<file path="config.mk">
export PLATFORM = sky130hd
export DESIGN_NAME = cam_stream_gen_flat
export DESIGN_NICKNAME = d
export VERILOG_FILES = /design/src/rtl/cam_stream_gen_if.sv /design/src/rtl/cam_stream_gen.sv /design/src/flat_wrapper.sv
export SDC_FILE = /design/constraint.sdc
export NUM_CORES = 1
export LEC_CHECK = 0
export ABC_CLOCK_PERIOD_IN_PS = 4800
export BUFFER_PORTS_ARGS = -buffer_cell sky130_fd_sc_hd__buf_2
export CORE_ASPECT_RATIO = 1.25
export CORE_UTILIZATION = 55
export CTS_CLUSTER_DIAMETER = 100
export CTS_CLUSTER_SIZE = 10
export DETAILED_ROUTE_END_ITERATION = 16
export PLACE_DENSITY = 0.85
export SYNTH_ARGS = -nofsm -noshare
export SYNTH_HDL_FRONTEND = slang
export SYNTH_SLANG_ARGS = --single-unit
</file>
<file path="constraint.sdc">
create_clock -name pclk -period 4.8 [get_ports pclk]
set_input_delay 0.24 -clock pclk [delete_from_list [all_inputs] [get_ports pclk]]
set_output_delay 0.24 -clock pclk [all_outputs]
set_load 0.01 [all_outputs]
</file>
<file path="src/rtl/cam_stream_gen_if.sv">
// Camera pixel bus: the vsync/href/px_data pins between the emulator and a capture block.
interface cam_stream_gen_if;
  logic       vsync;
  logic       href;
  logic [7:0] px_data;

  modport master (output vsync, output href, output px_data);
  modport slave  (input  vsync, input  href, input  px_data);
endinterface

</file>
<file path="src/rtl/cam_stream_gen.sv">
// OV7670-style RGB565 frame generator driving vsync/href/px_data, high byte first.
// Optional: define CAM_STREAM_GEN_FRAME_ID_EN to stamp an 8-bit frame counter into byte 0 of line 0.
module cam_stream_gen #(
  parameter int unsigned H_PIX     = 160,
  parameter int unsigned V_LINES   = 120,
  parameter int unsigned H_BLANK   = 16,
  parameter int unsigned VS_LINES  = 3,
  parameter int unsigned VBP_LINES = 2,
  parameter int unsigned VFP_LINES = 2
) (
  input  logic                     pclk,
  input  logic                     rst,
  input  logic                     en,
  input  logic [1:0]               pattern,
  input  logic [15:0]              color,
  cam_stream_gen_if.master         cam,
  output logic                     frame_done,
  output logic                     busy
);

  localparam int unsigned LINE_LEN  = 2 * H_PIX + H_BLANK;
  localparam logic [15:0] LAST_BYTE = 16'(LINE_LEN - 1);
  localparam logic [15:0] ACT_BYTES = 16'(2 * H_PIX);

  typedef enum logic [2:0] {IDLE, VSYNC, VBP, ACTIVE, VFP} state_t;

  state_t      state_q, state_d;
  logic [15:0] byte_q, byte_d;
  logic [15:0] line_q, line_d;
  logic [15:0] phase_last;
  logic [1:0]  pat_q;
  logic [15:0] col_q;
  logic        latch, frame_end;

  logic [14:0] x;
  logic [2:0]  bar_idx;
  logic [15:0] pix, bar_col;
  logic        vs_d, href_d, busy_d;
  logic [7:0]  px_d;

`ifdef CAM_STREAM_GEN_FRAME_ID_EN
  logic [7:0] fid_q;
`endif

  always_comb begin
    phase_last = '0;
    case (state_q)
      VSYNC:   phase_last = 16'(VS_LINES - 1);
      VBP:     phase_last = 16'(VBP_LINES - 1);
      ACTIVE:  phase_last = 16'(V_LINES - 1);
      VFP:     phase_last = 16'(VFP_LINES - 1);
      default: phase_last = '0;
    endcase
  end

  always_comb begin
    state_d   = state_q;
    byte_d    = byte_q;
    line_d    = line_q;
    latch     = 1'b0;
    frame_end = 1'b0;
    if (state_q == IDLE) begin
      byte_d = '0;
      line_d = '0;
      if (en) begin
        state_d = VSYNC;
        latch   = 1'b1;
      end
    end else if (byte_q == LAST_BYTE) begin
      byte_d = '0;
      if (line_q == phase_last) begin
        line_d = '0;
        case (state_q)
          VSYNC:  state_d = VBP;
          VBP:    state_d = ACTIVE;
          ACTIVE: state_d = VFP;
          VFP: begin
            frame_end = 1'b1;
            latch     = en;
            state_d   = en ? VSYNC : IDLE;
          end
          default: state_d = IDLE;
        endcase
      end else begin
        line_d = line_q + 16'd1;
      end
    end else begin
      byte_d = byte_q + 16'd1;
    end
  end

  always_ff @(posedge pclk or negedge rst) begin
    if (!rst) begin
      state_q <= IDLE;
      byte_q  <= '0;
      line_q  <= '0;
      pat_q   <= '0;
      col_q   <= '0;
    end else begin
      state_q <= state_d;
      byte_q  <= byte_d;
      line_q  <= line_d;
      if (latch) begin
        pat_q <= pattern;
        col_q <= color;
      end
    end
  end

  // Pixel generation from the current position; registered below so outputs trail state by one cycle.
  always_comb begin
    x       = byte_q[15:1];
    bar_idx = 3'({14'd0, x, 3'b000} / H_PIX);
    case (bar_idx)
      3'd0:    bar_col = 16'hFFFF;
      3'd1:    bar_col = 16'hFFE0;
      3'd2:    bar_col = 16'h07FF;
      3'd3:    bar_col = 16'h07E0;
      3'd4:    bar_col = 16'hF81F;
      3'd5:    bar_col = 16'hF800;
      3'd6:    bar_col = 16'h001F;
      default: bar_col = 16'h0000;
    endcase
    case (pat_q)
      2'd0:    pix = col_q;
      2'd1:    pix = bar_col;
      2'd2:    pix = {x[4:0], x[4:0], 1'b0, x[4:0]};
      default: pix = (x[3] ^ line_q[3]) ? 16'hFFFF : 16'h0000;
    endcase
    vs_d   = (state_q == VSYNC);
    href_d = (state_q == ACTIVE) && (byte_q < ACT_BYTES);
    busy_d = (state_q != IDLE);
    px_d   = '0;
    if (href_d) begin
      px_d = byte_q[0] ? pix[7:0] : pix[15:8];
`ifdef CAM_STREAM_GEN_FRAME_ID_EN
      if (line_q == '0 && byte_q == '0) px_d = fid_q;
`endif
    end
  end

  always_ff @(posedge pclk or negedge rst) begin
    if (!rst) begin
      cam.vsync   <= 1'b0;
      cam.href    <= 1'b0;
      cam.px_data <= '0;
      frame_done  <= 1'b0;
      busy        <= 1'b0;
    end else begin
      cam.vsync   <= vs_d;
      cam.href    <= href_d;
      cam.px_data <= px_d;
      frame_done  <= frame_end;
      busy        <= busy_d;
    end
  end

`ifdef CAM_STREAM_GEN_FRAME_ID_EN
  always_ff @(posedge pclk or negedge rst) begin
    if (!rst)           fid_q <= '0;
    else if (frame_end) fid_q <= fid_q + 8'd1;
  end
`endif

endmodule
</file>
<file path="src/flat_wrapper.sv">
// flat-port wrapper written by rule: the top's interface ports become plain ports
module cam_stream_gen_flat 
#(
  parameter int unsigned H_PIX     = 160,
  parameter int unsigned V_LINES   = 120,
  parameter int unsigned H_BLANK   = 16,
  parameter int unsigned VS_LINES  = 3,
  parameter int unsigned VBP_LINES = 2,
  parameter int unsigned VFP_LINES = 2
)
  (pclk, rst, en, pattern, color, frame_done, busy, cam_vsync, cam_href, cam_px_data);
  cam_stream_gen_if cam_i ();
  input  logic pclk;
  input  logic rst;
  input  logic en;
  input  logic [1:0] pattern;
  input  logic [15:0] color;
  output logic frame_done;
  output logic busy;
  output wire logic [$bits(cam_i.vsync)-1:0] cam_vsync;
  output wire logic [$bits(cam_i.href)-1:0] cam_href;
  output wire logic [$bits(cam_i.px_data)-1:0] cam_px_data;
  assign cam_vsync = cam_i.vsync;
  assign cam_href = cam_i.href;
  assign cam_px_data = cam_i.px_data;
  cam_stream_gen #(.H_PIX(H_PIX), .V_LINES(V_LINES), .H_BLANK(H_BLANK), .VS_LINES(VS_LINES), .VBP_LINES(VBP_LINES), .VFP_LINES(VFP_LINES)) u_core (.pclk(pclk), .rst(rst), .en(en), .pattern(pattern), .color(color), .cam(cam_i), .frame_done(frame_done), .busy(busy));
endmodule
</file>
==> Yosys cells after proc, flatten, opt, wreduce, memory -nomap -nowiden <==
Index checks and enable logic that the tools add are counted.
{ "op_classes": {"add_sub_neg": 2, "div": 1, "order_cmp": 1, "n_eq_ne": 15, "muxes": 26, "n_bitwise": 1, "reduce_logical": 9} }
{ "ops": {"columns": ["operator", "count"], "rows": [
  ["$pmux 16 s7", 1],
  ["$mux 16", 6],
  ["$pmux 16 s3", 1],
  ["$add 16x1->16 const B", 2],
  ["$div 18x8->32 const B", 1],
  ["$pmux 7 s3", 1],
  ["$eq 16x7->1", 1],
  ["$eq 16x9->1 const B", 1],
  ["$lt 16x9->1 const B", 1],
  ["$mux 8", 2],
  ["$eq 3x2->1 const B", 4],
  ["$eq 3x3->1 const B", 4],
  ["$mux 3", 4],
  ["$pmux 3 s4", 1],
  ["$mux 1", 10],
  ["$eq 3x1->1 const B", 2],
  ["$logic_not 3->1", 2],
  ["$reduce_bool 2->1", 2],
  ["$reduce_and 3->1", 1],
  ["$reduce_bool 3->1", 1],
  ["$eq 2x1->1 const B", 1],
  ["$eq 2x2->1 const B", 1],
  ["$logic_not 2->1", 1],
  ["$ne 2x2->1 const B", 1],
  ["other kinds (3)", 3]
]} }
{ "totals": {"register_bits": 65} }

==> Logic depth before layout (Yosys ltp) <==
Gate-level depths: netlist (run 1).
{ "depth": {"ltp_word": 7, "depth_mapped": 17, "ltp_nobuf": 13} }

==> Worst setup path before layout (run 1) <==
OpenSTA, ideal clock, no wires.
{ "synth_path": {"path_type": "register to register", "from": "reg u_core.byte_q[15]", "to": "reg u_core.cam.px_data[3]", "setup_time_ps": 104, "arrival_time_ps": 3501, "t_required_ps": 4696, "path_slack_ps": 1196, "path_stages_with_launch": 15, "path_cell_list": "dfrtp_1 buf_6 buf_6 o21a_4 o31ai_4 o2111a_1 mux2_2 nor4_1 o21ai_1 a311o_1 a221o_2 o211ai_2 a2111o_1 o2111ai_2 a221oi_1"} }
{ "synth_via": {"elab_chain_len": 6} }
{ "synth_rtl": {"columns": ["item", "line_no", "rtl"], "rows": [
  ["start: declaration", "cam_stream_gen.sv:28", "logic [15:0] byte_q, byte_d;"],
  ["start signal: assignment", "cam_stream_gen.sv:101", "byte_q <= byte_d;"],
  ["$div 18x8->32", "cam_stream_gen.sv:113", "bar_idx = 3'({14'd0, x, 3'b000} / H_PIX);"],
  ["$eq 3x3->1 (tied with other cells)", "cam_stream_gen.sv:114", "case (bar_idx)"],
  ["$pmux 16 s7", "cam_stream_gen.sv:114", null],
  ["$pmux 16 s3", "cam_stream_gen.sv:124", "case (pat_q)"],
  ["$mux 8", "cam_stream_gen.sv:135", "px_d = byte_q[0] ? pix[7:0] : pix[15:8];"],
  ["$mux 8 *", "cam_stream_gen.sv:134", "if (href_d) begin"],
  ["via u_core.px_d[3]", "cam_stream_gen.sv:39", "logic [7:0] px_d;"],
  ["end signal: assignment", "cam_stream_gen.sv:152", "cam.px_data <= px_d;"],
  ["end: declaration", "cam_stream_gen_if.sv:7", "modport master (output vsync, output href, output px_data);"]
]} }
The timed path passes the listed nets; every way through them passes the cells marked *.
A chain may end at the register's enable or synchronous reset.

==> Final worst setup path (run 1) <==
{ "layout_path": {"from": "reg u_core.byte_q[13]", "to": "reg u_core.cam.px_data[4]"} }
Same word-level chain as after synthesis.

==> metrics.cfg, run 1 <==
[synth]
synth_edf_count=0
synthMuxAreaShare_pct=7.71
ys.flop_type=dfrtp_1
synth_cell_types=81
synth_compound_area_share_pct=24.9
synth_nets=551
synthSimpleGateAreaFrac_pct=21.8
synthArstFlopShare_pct=100
syn_avg_cell_area_um2=8.76
syn_area_um2=4620
seq_area_frac_synth_pct=35.2
syn-instance-count=528
synth_xor_area_share_pct=4.55
synth_adder_area_share_pct=0.541
synth_top_family_by_area=compound AO/OA/AOI/OAI gates
yosys_warnings=0
synth_seq_cells=65

[run]
drv_cap=0

[timing]
setup_viol=0
finalHoldViolations=0
worst_pin_slew_ps=878
clock-skew-final_ps=5.61
fmax_ghz=0.227
min_period_ps=4410
fin_setup_tns_ps=0
slew_headroom_pct=41.5
rsz0062_at_grt=false
drv_slew=0
period_share_pct=91.9

[cells_and_area]
layout.cells.non_filler=637
final_common_cell=dfrtp_1
final_nets=558
final_cell_mix=dfrtp_1 (65), nand2_1 (52), nor2_1 (45)
final_core_util_pct=59.7
drive_gt1_share_pct=16.5
area_delta_synth_final_pct=5.71
antenna_cells=0

[worst_setup_path]
r2r_cells=13
crit_fanout=24
r2r_start=u_core.byte_q[13]
critPathRequiredTime_ps=4990
reg2reg_to=u_core.cam.px_data[4]
cp-end-kind=flop
criticalPathCategory=flop to flop
regToRegSetupSlack_ps=390
crit_end=u_core.cam.px_data[4]
cp-startpoint=u_core.byte_q[13]
cp-start-kind=flop
arrival_ps=4600

[route]
wl_per_cell_um=16.1
drtIter0Drc=252
ant_nets=0
drc=1
first_pass_iters=11
post_drt_via_cell_ratio=6.34
num_vias=4039
finalWirelength_mm=10.3

[clocking]
cts_hold_buffers=0
path_clk_slew_ps=70
cts_sinks=65
tritoncts=built
cts_resized=0
cts-root-buf=clkbuf_8
post_cts_buffers=0
clockBufferDepth=2
cts_buffers=9
htree_levels=3
insertion_delay_ps=340

[power]
p_leak_nw=2.03
power.net_switching_uw=821
comb_power_share_pct=36.5
p_seq_share_pct=44.5
netSwitchingFraction_pct=40.1
ir_drop_mv=0.398
power_frac_clock_pct=19.0
internal-power_mw=1.22
pwr_density_cell_nw_per_um2=419

[run_status]
outcome=complete, but fails checks
violations=design-rule violations

[global_route]
antenna_found_initial=0
overflow=0
grt_pass1_wl_mm=17.6
grt_pass1_vias=3895
met1_usage_pct=30.6
grtUsageMet2_pct=41.6
busiest_layer=met2
grt_max_degree=66
met3_usage_pct=4.05
grtUsageTotal_pct=24.6

[floorplan]
die-area_um2=8780
die_y_um=105
initial_core_util_pct=56.4
rows=37
io_pins=33
core_area_um2=8190
dieWidth_um=84.0

[placement]
gp_congestion=0.922
post-place-cells=621
portBuffers=32
hpwl_mm=7.32

[hold_path]
min_path_type=primary input to async pin

cells in the mapped netlist, types with 7 or more instances:
master      n  share of area, %
and3_1     13               1.8
mux2i_1    12               2.6
o2111ai_1   7               1.3
nor3_1     14               1.5
xnor2_1    18               3.4
nand3_1    17               1.8
a21o_1      8               1.3
nand4_1    11               1.5
o21ai_0    42               4.5
inv_1      10              0.81
a21oi_1    21               2.3
nor2b_1     7              0.95
nor2_1     45               3.7
dfrtp_1    65                35
nand2_1    52               4.2
buf_2       7              0.76
mux2_2     21               5.1
clkbuf_1   21               1.7
layout make-up:
type / instances / area (µm²)
clock inverter: 5 / 32.5
sequential: 65 / 1630
inverter: 13 / 48.8
timing repair buffer: 34 / 175
multi-input combinational: 412 / 2750
clock buffer: 11 / 131
tap: 97 / 121
fill: 698 / 3310
worst min-delay path by stage:
stage	from	end	slack, ps	cells past startpoint
2_1_floorplan	rst	u_core.busy	-60	0
6_report	rst	u_core.cam.px_data[7]	70	2
3_5_place_dp	rst	u_core.cam.px_data[7]	470	2
3_3_place_gp	rst	u_core.cam.px_data[5]	460	2
4_1_cts	rst	u_core.col_q[15]	100	2
5_1_grt	color[0]	u_core.col_q[0]	120	2
metrics by stage:
stage	cell area [µm²]	hold slack, ps	setup slack, ps	power (mW)
2_1_floorplan	4620	-55.6	1200	1.46
3_3_place_gp	4720	458	712	1.62
3_5_place_dp	4720	467	447	1.66
4_1_cts	4890	103	430	2.05
5_1_grt	4890	118	29.0	2.19
6_report	4890	67.0	389	2.05
metal layers:
metal	up-vias	share of wire, %	wire [µm]
met5	-	0	0
met4	0	2.7	277
met3	24	4.1	416
met2	118	50	5080
met1	1918	44	4490
li1	1979	-	-
registers in the layout, indices dropped and copies added, names as in the netlist:
| name | flops |
|---|---|
| u_core.byte_q | 16 |
| u_core.line_q | 16 |
| u_core.busy | 1 |
| u_core.pat_q | 2 |
| u_core.cam.vsync | 1 |
| u_core.state_q | 3 |
| u_core.cam.href | 1 |
| u_core.frame_done | 1 |
| u_core.col_q | 16 |
| u_core.cam.px_data | 8 |
power groups by stage:
| stage | combinational, mW | sequential [mW] | clock, mW |
|---|---|---|---|
| after CTS | 0.747 | 0.903 | 0.398 |
| after floorplan | 0.682 | 0.778 | 0 |
| final | 0.748 | 0.910 | 0.388 |
| after global routing | 0.831 | 0.935 | 0.419 |
| after global placement | 0.713 | 0.904 | 0 |
| after detailed placement | 0.743 | 0.915 | 0 |
critical path, cell delays in order (launching register included):
cell       delay, ps
dfrtp_1          820
nor2_1           170
o21a_4           170
o31ai_4          300
o2111a_1         320
mux2i_1          550
nand3_1          250
and3_1           240
o31ai_1          320
a2bb2oi_1        270
o221ai_1         170
a2111o_1         380
o2111ai_2        140
a311oi_1         160
kinds of logic (layout without fill, tap and decap cells):
family / after synthesis / count (layout)
buffers and inverters: 51 / 63
AO/OA/AOI/OAI: 154 / 154
flip-flops: 65 / 65
AND/OR/NAND/NOR: 199 / 199
XOR/XNOR: 24 / 24
multiplexers: 33 / 33
adder cells (fa/ha/maj): 2 / 2
No activity file was read; power rests on OpenSTA's default activity.
==> inputs of run 2 (changes only) <==
--- a/config.mk
+++ b/config.mk
@@ -9,6 +9,7 @@
 export BUFFER_PORTS_ARGS = -buffer_cell sky130_fd_sc_hd__buf_2
 export CORE_ASPECT_RATIO = 1.25
 export CORE_UTILIZATION = 55
+export CTS_BUF_LIST = sky130_fd_sc_hd__clkbuf_4 sky130_fd_sc_hd__clkbuf_8 sky130_fd_sc_hd__clkbuf_16
 export CTS_CLUSTER_DIAMETER = 100
 export CTS_CLUSTER_SIZE = 10
 export DETAILED_ROUTE_END_ITERATION = 16
==> metrics.cfg, run 2 (same netlist as run 1, synthesis figures left out) <==
[run_status]
outcome=complete, but fails checks  ; unchanged
violations=design-rule violations  ; unchanged

[floorplan]
dieWidth_um=84.0  ; unchanged
die-area_um2=8780  ; unchanged
core_area_um2=8190  ; unchanged
die_y_um=105  ; unchanged
rows=37  ; unchanged
io_pins=33  ; unchanged
initial_core_util_pct=56.4  ; unchanged

[cells_and_area]
final_nets=558  ; unchanged
largestRegisters=u_core.byte_q x16, u_core.col_q x16, u_core.line_q x16  ; unchanged
layout.cells.non_filler=637  ; unchanged
antenna_cells=0  ; unchanged
drive_gt1_share_pct=16.9  ; was 16.5%
area_delta_synth_final_pct=5.87  ; was 5.71%
n_fill_cell=697  ; was 698
final_cell_mix=dfrtp_1 (65), nand2_1 (52), nor2_1 (45)  ; unchanged
final_common_cell=dfrtp_1  ; unchanged

[worst_setup_path]
crit_fanout=24  ; unchanged
cp-startpoint=u_core.byte_q[13]  ; unchanged
crit_end=u_core.cam.px_data[2]  ; was u_core.cam.px_data[4]
critPathMaxStageDelay_ps=820  ; about the same
reg2reg_to=u_core.cam.px_data[2]  ; was u_core.cam.px_data[4]
cp_cell_sequence=nor2_1 -> o21a_4 -> o31ai_4 -> o2111a_1 -> mux2i_1 -> nand3_1 -> and3_1 -> o31ai_1 -> a2bb2oi_1 -> o221ai_1 -> a2111o_1 -> o2111ai_2 -> a311oi_1  ; unchanged
arrival_ps=4630  ; was 4600 ps
r2r_cells=13  ; unchanged
critPathRequiredTime_ps=4990  ; about the same
cp-start-kind=flop  ; unchanged
slowest_stage=dfrtp_1  ; unchanged
cp-end-kind=flop  ; unchanged
regToRegSetupSlack_ps=360  ; was 390 ps
criticalPathCategory=flop to flop  ; unchanged
r2r_start=u_core.byte_q[13]  ; unchanged

[timing]
worst_pin_slew_ps=866  ; was 878 ps
drv_slew=0  ; unchanged
period_share_pct=92.5  ; was 91.9%
finalHoldViolations=0  ; unchanged
min_period_ps=4440  ; was 4410 ps
slew_headroom_pct=42.3  ; was 41.5%
setup_viol=0  ; unchanged
rsz0062_at_grt=false  ; unchanged
fmax_ghz=0.225  ; was 0.227 GHz
fin_setup_tns_ps=0  ; unchanged
clock-skew-final_ps=6.43  ; was 5.61 ps

[global_route]
grtUsageTotal_pct=24.7  ; was 24.6%
antenna_found_initial=0  ; unchanged
grt_max_degree=66  ; unchanged
grt_pass1_vias=3906  ; was 3,895
overflow=0  ; unchanged
grt_pass1_wl_mm=17.7  ; was 17.6 mm

[clocking]
cts_resized=0  ; unchanged
htree_levels=3  ; unchanged
post_cts_buffers=0  ; unchanged
tritoncts=built  ; unchanged
cts_buffers=9  ; unchanged
cts_hold_buffers=0  ; unchanged
clockBufferDepth=2  ; unchanged
cts-root-buf=clkbuf_8  ; unchanged
cts_sinks=65  ; unchanged
path_clk_slew_ps=70  ; about the same
insertion_delay_ps=340  ; about the same

[route]
num_vias=4065  ; was 4,039
first_pass_iters=11  ; unchanged
drc=1  ; unchanged
drtIter0Drc=274  ; was 252
finalWirelength_mm=10.3  ; about the same
ant_nets=0  ; unchanged
wl_per_cell_um=16.2  ; was 16.1 µm
post_drt_via_cell_ratio=6.38  ; was 6.34

[power]
p_seq_share_pct=44.1  ; was 44.5%
pwr_density_cell_nw_per_um2=421  ; was 419 nW/µm²
power_frac_clock_pct=19.5  ; was 19.0%
comb_power_share_pct=36.4  ; was 36.5%
netSwitchingFraction_pct=40.0  ; was 40.1%
p_leak_nw=2.04  ; was 2.03 nW
power.net_switching_uw=824  ; was 821 µW
internal-power_mw=1.24  ; was 1.22 mW
ir_drop_mv=0.397  ; was 0.398 mV

[hold_path]
min_path_type=primary input to async pin  ; unchanged

[placement]
post-place-cells=621  ; unchanged
gp_congestion=0.922  ; unchanged
portBuffers=32  ; unchanged
hpwl_mm=7.32  ; unchanged

[run]
drv_cap=0  ; unchanged

-- run 2: cell counts in the layout (fill, tap and decap cells not counted) --
No cell type changed its count.
-- run 2: worst max-delay path: cells and delay by family, from the launching register on --
family / cells / cell delay (ps)
AND/OR/NAND/NOR: 3 / 660
flip-flops: 1 / 820
multiplexers: 1 / 560
AO/OA/AOI/OAI: 9 / 2240
-- run 2: layer usage --
| metal | vias up | track usage (%) | part of all wire (%) |
|---|---|---|---|
| met5 | - | 0 | 0 |
| met4 | 0 | 11.3 | 2.8 |
| met3 | 24 | 4.05 | 4.0 |
| met2 | 122 | 41.6 | 50 |
| met1 | 1938 | 30.9 | 43 |
| li1 | 1981 | - | - |
-- run 2: area by class of cell --
class | count | area [µm²] | area share (%)
Multi-Input combinational cell | 412 | 2750 | 56.2
Sequential cell | 65 | 1630 | 33.2
Timing Repair Buffer | 34 | 175 | 3.58
Clock buffer | 11 | 139 | 2.84
Tap cell | 97 | 121 | 2.48
Inverter | 13 | 48.8 | 0.997
Clock inverter | 5 | 32.5 | 0.664
-- run 2: power groups by stage --
stage	clock [mW]	sequential [mW]	combinational, mW
2_1_floorplan	0	0.778	0.682
6_report	0.401	0.909	0.750
4_1_cts	0.410	0.904	0.748
3_5_place_dp	0	0.915	0.743
3_3_place_gp	0	0.904	0.713
5_1_grt	0.430	0.936	0.832
-- run 2: per-stage QoR --
step | util, % | total power, mW | area (µm²) | setup WS (ps) | hold WS [ps]
3_5_place_dp | 57.7 | 1.66 | 4720 | 447 | 467
2_1_floorplan | - | 1.46 | 4620 | 1200 | -55.6
5_1_grt | 59.7 | 2.20 | 4900 | 29.0 | 118
6_report | 59.7 | 2.06 | 4900 | 358 | 60.0
4_1_cts | 59.7 | 2.06 | 4900 | 430 | 102
3_3_place_gp | 57.7 | 1.62 | 4720 | 712 | 458
-- run 2: worst min path at each step --
stage	start	to	slack, ps	cells past startpoint
6_report	rst	u_core.cam.px_data[7]	60	2
5_1_grt	color[0]	u_core.col_q[0]	120	2
3_5_place_dp	rst	u_core.cam.px_data[7]	470	2
3_3_place_gp	rst	u_core.cam.px_data[5]	460	2
2_1_floorplan	rst	u_core.busy	-60	0
4_1_cts	rst	u_core.col_q[15]	100	2
